<file path="src/rtl/run_controller_pkg.sv">
// Shared definitions for the run/debug sequencer: state encodings, host
// command codes, halt-cause codes and the default halt instruction.
package run_controller_pkg;

  // Sequencer states (legacy-compatible plain constants)
  localparam logic [1:0] ST_CLR    = 2'd0;
  localparam logic [1:0] ST_HALTED = 2'd1;
  localparam logic [1:0] ST_RUN    = 2'd2;
  localparam logic [1:0] ST_STEP   = 2'd3;

  // Host command opcodes carried on cmd_op
  typedef enum logic [1:0] {
    CMD_RUN  = 2'd0,
    CMD_HALT = 2'd1,
    CMD_STEP = 2'd2,
    CMD_CLR  = 2'd3
  } cmd_op_e;

  // Reason the core last stopped, reported on halt_cause
  typedef enum logic [2:0] {
    CAUSE_NONE    = 3'd0,
    CAUSE_CMD     = 3'd1,
    CAUSE_BREAK   = 3'd2,
    CAUSE_SYSCALL = 3'd3,
    CAUSE_STEP    = 3'd4
  } halt_cause_e;

  // syscall encoding; the core treats it as "stop here" and never executes it
  localparam logic [31:0] DEFAULT_HALT_INSTR = 32'h0000_000C;

  // When RUN stops on its own, a halt instruction outranks a breakpoint
  function automatic logic [2:0] stop_cause(input logic sys);
    return sys ? CAUSE_SYSCALL : CAUSE_BREAK;
  endfunction

endpackage

</file>
<file path="src/rtl/run_controller_event_counter.sv">
// Event counter with synchronous clear and increment enable.
// SATURATE=1 holds at all-ones; SATURATE=0 wraps modulo 2^W.
module run_controller_event_counter #(
  parameter int W        = 32,
  parameter bit SATURATE = 1'b0
) (
  input  logic         clk,
  input  logic         rst,
  input  logic         clr,
  input  logic         inc,
  output logic [W-1:0] cnt
);

  logic [W-1:0] cnt_q;
  logic [W-1:0] cnt_d;

  // Next count: clear outranks increment; saturation blocks the wrap
  always_comb begin
    cnt_d = cnt_q;
    if (clr) begin
      cnt_d = '0;
    end else if (inc) begin
      if (SATURATE && (&cnt_q)) begin
        cnt_d = cnt_q;
      end else begin
        cnt_d = cnt_q + 1'b1;
      end
    end
  end

  // Count register with synchronous reset to zero
  always_ff @(posedge clk) begin
    if (rst) begin
      cnt_q <= '0;
    end else begin
      cnt_q <= cnt_d;
    end
  end

  assign cnt = cnt_q;

endmodule

</file>
<file path="src/rtl/run_controller.sv">
// Run/debug sequencer for the single-cycle CPU. A single enable (cpu_en)
// gates every architectural update; the sequencer decides when the core
// runs, single-steps or halts and drives the CPU-local reset.
//
// state  | meaning
// -------+------------------------------------------------------------
// CLR    | CPU held in reset for RST_CYCLES cycles, counters cleared
// HALTED | core frozen, waiting for a host command
// RUN    | core commits one instruction per cycle until a stop/HALT/CLR
// STEP   | one-cycle window committing a single instruction
module run_controller
  import run_controller_pkg::*;
#(
  parameter int                 ADDR_W     = 32,
  parameter int                 INSTR_W    = 32,
  parameter logic [INSTR_W-1:0] HALT_INSTR = INSTR_W'(DEFAULT_HALT_INSTR),
  parameter int                 RST_CYCLES = 4,
  parameter int                 CNT_W      = 32
) (
  input  logic               clk,
  input  logic               rst,
  input  logic               cmd_valid,
  input  logic [1:0]         cmd_op,
  output logic               cmd_ready,
  input  logic               bp_en,
  input  logic [ADDR_W-1:0]  bp_addr,
  input  logic [ADDR_W-1:0]  pc,
  input  logic [INSTR_W-1:0] instr,
  output logic               cpu_en,
  output logic               cpu_rst,
  output logic               halted,
  output logic [2:0]         halt_cause,
  output logic [CNT_W-1:0]   cycle_cnt,
  output logic [CNT_W-1:0]   instr_cnt
);

  // The CLR down-counter runs RST_CYCLES-1 .. 0, so CLR spans RST_CYCLES cycles
  localparam int              RC_W    = (RST_CYCLES > 1) ? $clog2(RST_CYCLES) : 1;
  localparam logic [RC_W-1:0] RC_LOAD = RC_W'(RST_CYCLES - 1);

  logic [1:0]      state_q,   state_d;
  logic [RC_W-1:0] clr_cnt_q, clr_cnt_d;
  logic [2:0]      cause_q,   cause_d;
  logic            skip_bp_q, skip_bp_d;

  logic sys;
  logic brk;
  logic stop;
  logic cmd_acc;
  logic clr_acc;
  logic halt_acc;
  logic in_run;
  logic in_step;
  logic cnt_clr;
  logic cyc_inc;

  assign in_run  = (state_q == ST_RUN);
  assign in_step = (state_q == ST_STEP);

  // Stop conditions observed on the fetched instruction / PC. skip_bp lets a
  // RUN resume from the breakpoint PC without immediately re-trapping.
  assign sys  = (instr == HALT_INSTR);
  assign brk  = bp_en && (pc == bp_addr) && !skip_bp_q;
  assign stop = sys || brk;

  // Command handshake: only HALTED and RUN listen to the host
  assign cmd_ready = (state_q == ST_HALTED) || in_run;
  assign cmd_acc   = cmd_valid && cmd_ready;
  assign clr_acc   = cmd_acc && (cmd_op == CMD_CLR);
  assign halt_acc  = cmd_acc && (cmd_op == CMD_HALT);

  // Commit enable. A CLR accepted in RUN suppresses the commit in the same
  // cycle; rst kills it immediately rather than waiting for the next edge.
  always_comb begin
    cpu_en = 1'b0;
    if (!rst) begin
      if (in_run) begin
        cpu_en = !stop && !clr_acc;
      end else if (in_step) begin
        cpu_en = !sys;
      end
    end
  end

  // Next-state logic; inside RUN the priority is CLR command > stop > HALT
  always_comb begin
    state_d   = state_q;
    clr_cnt_d = clr_cnt_q;
    cause_d   = cause_q;
    skip_bp_d = skip_bp_q && !cpu_en;

    unique case (state_q)
      ST_CLR: begin
        if (clr_cnt_q == '0) begin
          state_d = ST_HALTED;
          cause_d = CAUSE_NONE;
        end else begin
          clr_cnt_d = clr_cnt_q - 1'b1;
        end
      end

      ST_HALTED: begin
        if (cmd_acc) begin
          unique case (cmd_op)
            CMD_RUN: begin
              state_d   = ST_RUN;
              skip_bp_d = 1'b1;
            end
            CMD_STEP: begin
              state_d = ST_STEP;
            end
            CMD_CLR: begin
              state_d   = ST_CLR;
              clr_cnt_d = RC_LOAD;
              cause_d   = CAUSE_NONE;
              skip_bp_d = 1'b0;
            end
            default: begin
              // HALT while already halted: keep the previous cause
            end
          endcase
        end
      end

      ST_RUN: begin
        if (clr_acc) begin
          state_d   = ST_CLR;
          clr_cnt_d = RC_LOAD;
          cause_d   = CAUSE_NONE;
          skip_bp_d = 1'b0;
        end else if (stop) begin
          state_d = ST_HALTED;
          cause_d = stop_cause(sys);
        end else if (halt_acc) begin
          // The instruction in the acceptance cycle has already committed
          state_d = ST_HALTED;
          cause_d = CAUSE_CMD;
        end
      end

      ST_STEP: begin
        state_d = ST_HALTED;
        cause_d = sys ? CAUSE_SYSCALL : CAUSE_STEP;
      end

      default: begin
        state_d = ST_CLR;
        clr_cnt_d = RC_LOAD;
      end
    endcase
  end

  // Sequencer registers; rst overrides any state or pending command
  always_ff @(posedge clk) begin
    if (rst) begin
      state_q   <= ST_CLR;
      clr_cnt_q <= RC_LOAD;
      cause_q   <= CAUSE_NONE;
      skip_bp_q <= 1'b0;
    end else begin
      state_q   <= state_d;
      clr_cnt_q <= clr_cnt_d;
      cause_q   <= cause_d;
      skip_bp_q <= skip_bp_d;
    end
  end

  // Counters are zeroed on the edge that enters CLR and held there during it
  assign cnt_clr = (state_d == ST_CLR);
  assign cyc_inc = in_run || in_step;

  run_controller_event_counter #(
    .W        (CNT_W),
    .SATURATE (1'b0)
  ) u_cycle_cnt (
    .clk (clk),
    .rst (rst),
    .clr (cnt_clr),
    .inc (cyc_inc),
    .cnt (cycle_cnt)
  );

  run_controller_event_counter #(
    .W        (CNT_W),
    .SATURATE (1'b1)
  ) u_instr_cnt (
    .clk (clk),
    .rst (rst),
    .clr (cnt_clr),
    .inc (cpu_en),
    .cnt (instr_cnt)
  );

  assign cpu_rst    = (state_q == ST_CLR);
  assign halted     = (state_q == ST_HALTED);
  assign halt_cause = cause_q;

endmodule

</file>
<file path="config.mk">
export PLATFORM = sky130hd
export DESIGN_NAME = run_controller
export DESIGN_NICKNAME = d
export VERILOG_FILES = /design/src/rtl/run_controller_pkg.sv /design/src/rtl/run_controller_event_counter.sv /design/src/rtl/run_controller.sv
export SDC_FILE = /design/constraint.sdc
export NUM_CORES = 1
export LEC_CHECK = 0
export BUFFER_PORTS_ARGS = -buffer_cell sky130_fd_sc_hd__buf_2
export CORE_AREA = 2 2 101 103
export DETAILED_ROUTE_END_ITERATION = 12
export DIE_AREA = 0 0 103 105
export MAX_ROUTING_LAYER = met4
export PLACE_DENSITY_LB_ADDON = 0.2
export SLEW_MARGIN = 25
export SYNTH_ARGS = -nofsm -noshare
export SYNTH_HDL_FRONTEND = slang
export SYNTH_SLANG_ARGS = --single-unit
</file>
<file path="constraint.sdc">
create_clock -name clk -period 8.45 [get_ports clk]
set_input_delay 0.4225 -clock clk [delete_from_list [all_inputs] [get_ports clk]]
set_output_delay 0.4225 -clock clk [all_outputs]
set_load 0.03 [all_outputs]
</file>
Word-level counts from Yosys, hierarchy flattened

Cells that the tools add are included.

Register bits: 72
Logic and storage cells: 77
Input bits: 102
Output and inout bits: 71

Muxes and demuxes: 28
$add $sub $neg: 3
Bitwise gates (word level): 1
Eq/ne operators: 14
Reduce and logical (&&, ||, !) cells: 25

Operators by type and width:

| operator              | count |
|---|---|
| $add 32x1->32 const B | 2 |
| $eq 32x32->1          | 1 |
| $eq 32x4->1 const B   | 1 |
| $reduce_and 32->1     | 1 |
| $mux 3                | 7 |
| $mux 2                | 9 |
| $pmux 2 s3            | 2 |
| $pmux 3 s4            | 1 |
| $eq 2x2->1 const B    | 4 |
| $logic_not 2->1       | 4 |
| $pmux 2 s4            | 1 |
| $logic_and 1x1->1     | 7 |
| $mux 1                | 6 |
| $ne 2x1->1 const B    | 3 |
| $logic_not 1->1       | 5 |
| $reduce_and 5->1      | 1 |
| $eq 2x1->1 const B    | 2 |
| $ne 2x2->1 const B    | 2 |
| $ne 4x4->1 const B    | 1 |
| $pmux 1 s2            | 2 |
| $reduce_and 4->1      | 1 |
| $logic_or 1x1->1      | 3 |
| $reduce_bool 3->1     | 1 |
| $reduce_and 2->1      | 1 |
| other kinds (3)       | 3 |

Depth between registers and ports, before layout

Gate-level depths: netlist (run 1).

Word-level depth: 13
Mapped depth: 11
Mapped depth without buffers: 9

Cells and area by module

A second synthesis (run 1) with hierarchy kept.

Cells, all modules: 525
Area total of the unflattened synthesis: 4409.2 um^2

Modules (own cells, without submodules):

| module                                     | cells each | times used | sequential area each (um^2) | area an instance (um^2) |
|---|---|---|---|---|
| run_controller_event_counter (u_instr_cnt) | 191        | 1          | 640.6                       | 1621.6 |
| run_controller_event_counter (u_cycle_cnt) | 173        | 1          | 640.6                       | 1560.2 |
| run_controller                             | 161        | 1          | 160.2                       | 1227.4 |

Worst setup path before layout (run 1)

No wires, ideal clock.

Path type: register -> register
Start point: register state_q[0]
End point: register u_instr_cnt.cnt_q[14] (netlist: u_instr_cnt.cnt[14])
Clock period less this slack: 2.885 ns
Cell stages (with the launch flop): 11
Setup time: 0.130 ns
Arrival time: 2.755 ns
Buffers on the path: 2
Data required time: 8.320 ns
Path slack: 5.565 ns
Cells stage by stage: dfxtp_1 -> inv_1 -> ha_1 -> buf_4 -> nand3b_1 -> mux2_1 -> a211o_1 -> or4_4 -> a22oi_4 -> buf_6 -> a21oi_1

Word-level cells in the longest chain between the ends: 10
Elaborated cells on any way between the ends: 23
Those cells by class: eq/ne: 3; mux: 10; reduce/logical: 10

Ends and longest elaborated chain:

| what                                            | RTL line                                   | source |
|---|---|---|
| from (decl)                                     | run_controller.sv:41                       | `logic [1:0] state_q, state_d;` |
| from (signal assigned)                          | run_controller.sv:161                      | `state_q <= state_d;` |
| $eq 2x1->1 / $eq 2x2->1 (equally long branches) | run_controller.sv:67, run_controller.sv:57 |  |
| $logic_or 1x1->1 *                              | run_controller.sv:67                       | `assign cmd_ready = (state_q == ST_HALTED) \|\| in_run;` |
| net cmd_ready                                   | run_controller.sv:24                       | `output logic cmd_ready,` |
| $logic_and 1x1->1 *                             | run_controller.sv:68                       | `assign cmd_acc = cmd_valid && cmd_ready;` |
| $logic_and 1x1->1                               | run_controller.sv:70                       | `assign halt_acc = cmd_acc && (cmd_op == CMD_HALT);` |
| $mux 2                                          | run_controller.sv:134                      | `end else if (halt_acc) begin` |
| $mux 2                                          | run_controller.sv:131                      | `end else if (stop) begin` |
| $mux 2                                          | run_controller.sv:126                      | `if (clr_acc) begin` |
| $pmux 2 s4                                      | run_controller.sv:92                       | `unique case (state_q)` |
| $logic_not 2->1                                 | run_controller.sv:169                      | `assign cnt_clr = (state_d == ST_CLR);` |
| $reduce_or 2->1 (no source line)                | n/a                                        |  |
| to (signal assigned)                            | run_controller_event_counter.sv:36         | `cnt_q <= cnt_d;` |
| to (decl)                                       | run_controller_event_counter.sv:14         | `logic [W-1:0] cnt_q;` |

The timed path passes the listed nets; every way through them passes the cells marked *.
A chain may end at the register's enable or synchronous reset.

Worst setup path after layout (run 1)

Start point: register state_q[0]
End point: register u_instr_cnt.cnt_q[28] (netlist: u_instr_cnt.cnt[28])

Word-level cells in the longest chain between the ends: 10
Elaborated cells on any way between the ends: 23
Those cells by class: eq/ne: 3; mux: 10; reduce/logical: 10

Ends and longest elaborated chain:

| what                                            | RTL line |
|---|---|
| $eq 2x1->1 / $eq 2x2->1 (equally long branches) | run_controller.sv:67, run_controller.sv:92, run_controller.sv:57 |
| $logic_or 1x1->1                                | run_controller.sv:67 |
| $logic_and 1x1->1                               | run_controller.sv:68 |
| $logic_and 1x1->1                               | run_controller.sv:70 |
| $mux 2                                          | run_controller.sv:134 |
| $mux 2                                          | run_controller.sv:131 |
| $mux 2                                          | run_controller.sv:126 |
| $pmux 2 s4                                      | run_controller.sv:92 |
| $logic_not 2->1                                 | run_controller.sv:169 |
| $reduce_or 2->1 (no source line)                | n/a |

Parallel ways exist; a longest one is shown, timed or not.

==> results.md, run 1 <==
* Startpoint type of the worst setup path: register
* RSZ-0062 raised after global routing: no
* Max Cap Viol at 0
* Die Wd at 103 um
* Slew headroom at 35.2%
* CTS hold repair buffers at 0
* Routed vias/inst at 5.30
* Routability cong. at 0.803
* CTS H-Tree Depth at 3
* Asr flop ratio synth at 0%
* Clock period minus worst slack at 3.60 ns
* Hold violation total from the final report at 0
* FILL cells at 951
* IO Port Bufs at 172
* DRC marker count from the first detailed-route iteration at 142
* TritonCTS clock tree: built
* # Post-CTS Setup Buffers at 0
* Bufs on Longest Clock Path at 2
* Boundary Pins at 173
* First-pass GRT wire length at 18400 um
* Nets at 779
* WL final at 11100 um
* Synthesized net count at 616
* CTS Buf Count at 9
* Antenna diodes at 0
* Initial core utilization at 43.2%
* Syn avg cell area at 8.29 sq um
* Initial antenna violation count at 0
* Peak Freq at 278 MHz
* Congestion Overflow GR at 0
* Remaining antenna violation count after routing at 0
* WL/cell at 13.9 um
* Std cell rows at 36
* Clock Skews at 0.0153 ns
* Post_cts resized at 0
* Leak at 2.12 nW
* Worst EP arrival at 3.80 ns
* Clock sink count at 72
* Total track usage at 21.0%
* CP max-delay cell: a22oi_4
* CTS root buffer: clkbuf_8
* Vias at 4250
* Setup_tns at 0 ns
* Synth Cell Area at 4160 sq um
* Sequential area share after synthesis at 34.6%
* Die Y at 105 um
* Clk Latency, worst-skew pair at 0.33 ns
* Worst VDD drop at 0.109 mV
* Hpwl dp at 8200 um
* Netlist cell types at 47
* HP Class: input port to register
* Ratio of cells with drive above 1 in the final layout at 28.8%
* Vias in the first global route at 4051
* Primary FF master, synth: dfxtp_1
* Number of synthesized flops with an enable pin at 0
* Run status: completed
* Crit-path max FO at 33
* Worst-Margin Slew at 0.968 ns
* Total power at 0.730 mW
* Ys Warns at 0
* Seq cells post-synth at 72
* Area growth from synthesis to layout at 26.1%
* Cells after Synth at 502
* Worst path max stage delay at 0.66 ns
* CP required at 8.65 ns
* Clock Pin Slew Worst Setup and Hold Paths at 0.08 ns
* Fin crit share at 42.6%
* Drt first pass iters at 4
* Final Slew Violations at 0
* Worst-path cell chain: inv_1 -> ha_1 -> nand3b_1 -> mux2_1 -> a211o_1 -> or4_4 -> a22oi_4 -> buf_4 -> a21oi_1
* DRC viols at 0
* Pwr dens at 139 nW/um^2
* Die area at 10800 sq um
* Largest net degree at the start of global routing at 65
* Core outline area at 9640 sq um
* Setup Crit Path Kind: register to register
* Finish-stage setup viols at 0
* CP endpoint kind: register
==> through the flow <==
stage	util, %	hold WS, ns	setup slack, ns	cell area [sq um]	cells
detailed placement	52.4	0.444	4.89	5050	787
global route	54.5	0.380	4.59	5250	802
global placement	52.4	0.437	4.98	5050	787
floorplan	-	0.481	5.57	4160	502
finish	54.5	0.371	4.85	5250	802
CTS	54.5	0.358	4.85	5250	802
==> metal layers <==
layer	vias to the layer above	share of wire, %	track usage [%]
li1	2147	-	-
met1	1988	46	26.8
met2	103	48	33.8
met3	12	4.9	4.21
met4	0	1.3	5.45
met5	-	0	-
==> synth_stat cells (2+ instances only) <==
cell type,instances,area [sq um]
buf_2,4,20.0
or4_1,18,135
o21bai_1,2,15.0
xnor2_1,18,158
buf_4,3,22.5
nor3_2,2,20.0
nand2b_1,3,18.8
nand2_1,33,124
nor2b_1,4,25.0
xor2_1,43,377
nand4_1,20,125
nor2_1,49,184
ha_1,12,150
or3_1,14,87.6
a21oi_1,41,205
and4_1,8,70.1
nor4_1,14,87.6
nor4b_1,2,17.5
and3_1,11,68.8
buf_6,7,78.8
clkbuf_1,6,22.5
o21ai_0,19,95.1
nand3_1,27,135
nand3b_1,2,15.0
and2_1,6,37.5
a211oi_1,4,30.0
inv_1,14,52.6
nor3_1,7,35.0
o31ai_1,19,143
dfxtp_1,72,1440
a21o_1,2,15.0
==> worst paths after layout <==
| check | depth (start not counted) | slack (ns) | from | end |
|---|---|---|---|---|
| setup / recovery | 9 | 4.85 | state_q[0] | u_instr_cnt.cnt[28] |
| hold / removal | 2 | 0.37 | rst | halt_cause[1] |
| setup reg to reg | 9 | 4.85 | state_q[0] | u_instr_cnt.cnt[28] |
| hold reg to reg | 2 | 0.45 | halt_cause[2] | halt_cause[2] |
==> worst max-delay path: cells and delay by family, from the launching register on <==
kind	cells	cell delay, ns
compound gates	3	1.05
fa+ha+maj	1	0.45
buf+inv	2	0.56
flops	1	0.40
mux	1	0.34
simple gates	2	0.62
==> power by group <==
group | internal [mW] | leakage (nW) | total [mW] | switching (mW)
Sequential | 0.343 | 0.580 | 0.345 | 0.00204
Combinational | 0.0449 | 1.44 | 0.108 | 0.0635
Clock | 0.152 | 0.0997 | 0.276 | 0.124
Total | 0.540 | 2.12 | 0.730 | 0.190
==> cell type report <==
type	count	area [sq um]	share of cell area, %
clock buffer	13	159	3.03
timing repair buffer	173	868	16.5
tap	133	166	3.17
sequential	72	1440	27.5
clock inverter	2	38.8	0.739
multi-input combinational	395	2520	48.1
inverter	14	52.6	1.00
==> cell usage in the layout (no fill, tap or decap), types with 2 or more instances in the layout <==
cell,Yosys,final
nand2b_1,3,3
o21ai_0,19,19
nor3_1,7,7
buf_2,4,172
and2_1,6,6
clkbuf_8,0,11
o31ai_1,19,19
inv_1,14,14
or4_1,18,18
xor2_1,43,43
clkbuf_1,6,2
nor2_1,49,49
nor4_1,14,14
nor2b_1,4,4
a211oi_1,4,4
nand2_1,33,33
a21o_1,2,2
and4_1,8,8
a21oi_1,41,41
and3_1,11,11
nor4b_1,2,2
nor3_2,2,2
nand3b_1,2,2
nand4_1,20,20
dfxtp_1,72,72
o21bai_1,2,2
xnor2_1,18,18
nand3_1,27,27
or3_1,14,14
ha_1,12,12
==> sequential cells by signal (all words and copies together) (netlist names) <==
signal	flops
state_q	2
u_cycle_cnt.cnt	32
skip_bp_q	1
clr_cnt_q	2
halt_cause	3
u_instr_cnt.cnt	32
==> cells by family after synthesis <==
group                    synth area share, %
AND/OR/NAND/NOR                         29.7
AO/OA/AOI/OAI                           13.9
flip-flops                              34.6
XOR/XNOR                                12.8
buffers and inverters                   4.81
adder cells (fa/ha/maj)                 3.61
multiplexers                           0.511
No activity file was read; power rests on OpenSTA's default activity.
==> run 2: changes to the inputs <==
- ABC_AREA: not set -> 1
- CORE_AREA: 2 2 101 103 -> 2 2 114 116
- DIE_AREA: 0 0 103 105 -> 0 0 116 118
- clock period: 8.45 -> 2.9 ns (I/O delays scaled with it)
==> results.md, run 2 <==
* Number of synthesized flops with an enable pin at 0
* Asr flop ratio synth at 0%
* Hold violation total from the final report at 0
* Final Slew Violations at 0
* Total track usage at 22.7%
* Cells after Synth at 863
* Worst hold stages at 2
* Slew headroom at 64.9%
* Ratio of cells with drive above 1 in the final layout at 20.3%
* HP Class: input port to register
* Die area at 13700 sq um
* Remaining antenna violation count after routing at 0
* Vias at 5725
* RSZ-0062 raised after global routing: no
* Worst EP arrival at 2.70 ns
* CTS Buf Count at 9
* Nets at 1144
* Hpwl dp at 11400 um
* # Post-CTS Setup Buffers at 0
* Bufs on Longest Clock Path at 2
* DRC marker count from the first detailed-route iteration at 320
* Vias in the first global route at 5403
* Boundary Pins at 173
* Routability cong. at 0.915
* Top post-synthesis cells by count: nand2_1 (266), inv_1 (142), nor2_1 (75)
* Leak at 3.51 nW
* Clk Latency, worst-skew pair at 0.33 ns
* Switching Fraction at 30.8%
* Uppermost routed layer: met4
* DRC viols at 0
* Sequential area share after synthesis at 27.0%
* Clock Pin Slew Worst Setup and Hold Paths at 0.06 ns
* Clock period minus worst slack at 2.50 ns
* Seq pwr share at 40.0%
* Run status: completed
* FILL cells at 1327
* Setup Crit Path Kind: register to register
* Most common cell after layout, fill and taps aside: nand2_1
* Reg-to-reg endpoint: u_cycle_cnt.cnt[10]
* CP endpoint kind: register
* TritonCTS clock tree: built
* Finish-stage setup viols at 0
* M1 WL at 6920 um
* Pwr dens at 387 nW/um^2
* CTS root buffer: clkbuf_16
* Fin crit share at 86.2%
* WL/cell at 12.3 um
* Peak Freq at 400 MHz
* Synthesized net count at 977
* Hold_sp: rst
* Most common cell in the netlist: nand2_1
* CP required at 3.10 ns
* CTS hold repair buffers at 0
* Met2 WL at 7060 um
* Core outline area at 12400 sq um
* Worst VDD drop at 0.290 mV
* Comb power frac at 20.5%
* Synth area leaders: dfxtp_1 (27%), nand2_1 (19%), inv_1 (10%)
* Max Cap Viol at 0
* Drt first pass iters at 4
* Worst r2r src: state_q[0]
* Primary FF master, synth: dfxtp_1
* Most frequent cells in the layout: nand2_1 (266), buf_2 (172), inv_1 (142)
* Die Wd at 116 um
* Clock sink count at 72
* Largest net degree at the start of global routing at 35
* Startpoint type of the worst setup path: register
* Top cell type's share of synthesized area at 27.0%
* Sw power at 0.787 mW
* Clock Skews at 0.00985 ns
* Reg2Reg Depth at 14
* Syn avg cell area at 6.18 sq um
* Ys Warns at 0
* Leading area contributor after synthesis: dfxtp_1
* Area growth from synthesis to layout at 23.7%
* Synth Cell Area at 5330 sq um
* Setup_tns at 0 ns
* Clk pwr share at 39.5%
* Congestion Overflow GR at 0
* Reg2Reg Setup Slack at 0.40 ns
* Post_cts resized at 0
* DR WL met3 at 671 um
* Std cell rows at 41
* Crit-path max FO at 33
* Seq cells post-synth at 72
* Final core utilization at 53.1%
* WL final at 14900 um
* IO Port Bufs at 172
* Netlist cell types at 35
* Antenna diodes at 0
* Die Y at 118 um
* Initial antenna violation count at 0
* CTS H-Tree Depth at 3
* Total internal power at 1.77 mW
* Routed vias/inst at 4.74
* First-pass GRT wire length at 24900 um
* Hold endpoint: halt_cause[0]
* Initial core utilization at 42.9%
* Worst-Margin Slew at 0.523 ns
-- run 2: final cells by class --
cell class | count | area (sq um) | share of cell area [%]
clock buffer | 12 | 236 | 3.58
inverter | 147 | 552 | 8.36
sequential | 72 | 1440 | 21.9
timing repair buffer | 180 | 933 | 14.2
multi-input combinational | 620 | 3190 | 48.3
clock inverter | 4 | 30.0 | 0.455
tap | 172 | 215 | 3.26
-- run 2: worst max-delay path, cell delays in order (launching register included) --
cell     delay [ns]
dfxtp_1        0.37
inv_1          0.10
ha_1           0.37
nand2_1        0.14
nor2_2         0.14
inv_2          0.04
or2_1          0.22
o21ai_1        0.15
or2_1          0.12
a21oi_1        0.05
nand2_1        0.06
nand2_1        0.06
nand2_2        0.08
buf_4          0.33
a21oi_1        0.11
-- run 2: cells by family (layout without fill, tap and decap cells) --
logic type                 Yosys count  count (layout)  synth area share, %
AOI/OAI and AO/OA                   64              64                 6.27
xor gates and xnor gates            65              65                 10.7
adders and majority gates           12              12                 2.82
buffers and inverters              171             343                 13.2
DFF                                 72              72                 27.0
muxes                                1               1                0.188
and+or+nand+nor                    478             478                 39.8
-- run 2: metrics by stage --
step | std cells | power, mW | setup WS, ns | hold slack (ns) | cell area [sq um]
after floorplan | 863 | 1.41 | 0.502 | 0.214 | 5330
after global placement | 1191 | 1.56 | 0.467 | 0.389 | 6330
after detailed placement | 1191 | 1.56 | 0.396 | 0.405 | 6330
after CTS | 1207 | 2.59 | 0.383 | 0.0429 | 6600
after global routing | 1207 | 2.69 | 0.125 | 0.0508 | 6600
final | 1207 | 2.55 | 0.401 | 0.0576 | 6600
-- run 2: worst max-delay path by stage --
stage / startpoint / to / slack, ns / cells after the start
after floorplan: state_q[0] / u_instr_cnt.cnt[12] / 0.50 / 16
after global placement: state_q[0] / u_cycle_cnt.cnt[30] / 0.47 / 14
after detailed placement: state_q[0] / u_cycle_cnt.cnt[27] / 0.40 / 14
after CTS: state_q[0] / u_cycle_cnt.cnt[6] / 0.38 / 14
after global routing: state_q[0] / u_cycle_cnt.cnt[20] / 0.13 / 14
final: state_q[0] / u_cycle_cnt.cnt[10] / 0.40 / 14
-- run 2: power groups by stage --
stage                     combinational [mW]  sequential, mW  clock (mW)
after CTS                              0.524            1.02        1.04
after floorplan                        0.363            1.05           0
after global routing                   0.588            1.02        1.08
after detailed placement               0.522            1.04           0
after global placement                 0.522            1.04           0
final                                  0.523            1.02        1.01
-- run 2: per-layer routing --
| metal | up-vias | GRT usage, % |
|---|---|---|
| met5 | - | - |
| met4 | 0 | 5.95 |
| met3 | 17 | 5.15 |
| met2 | 132 | 36.8 |
| met1 | 2512 | 28.5 |
| li1 | 3064 | - |
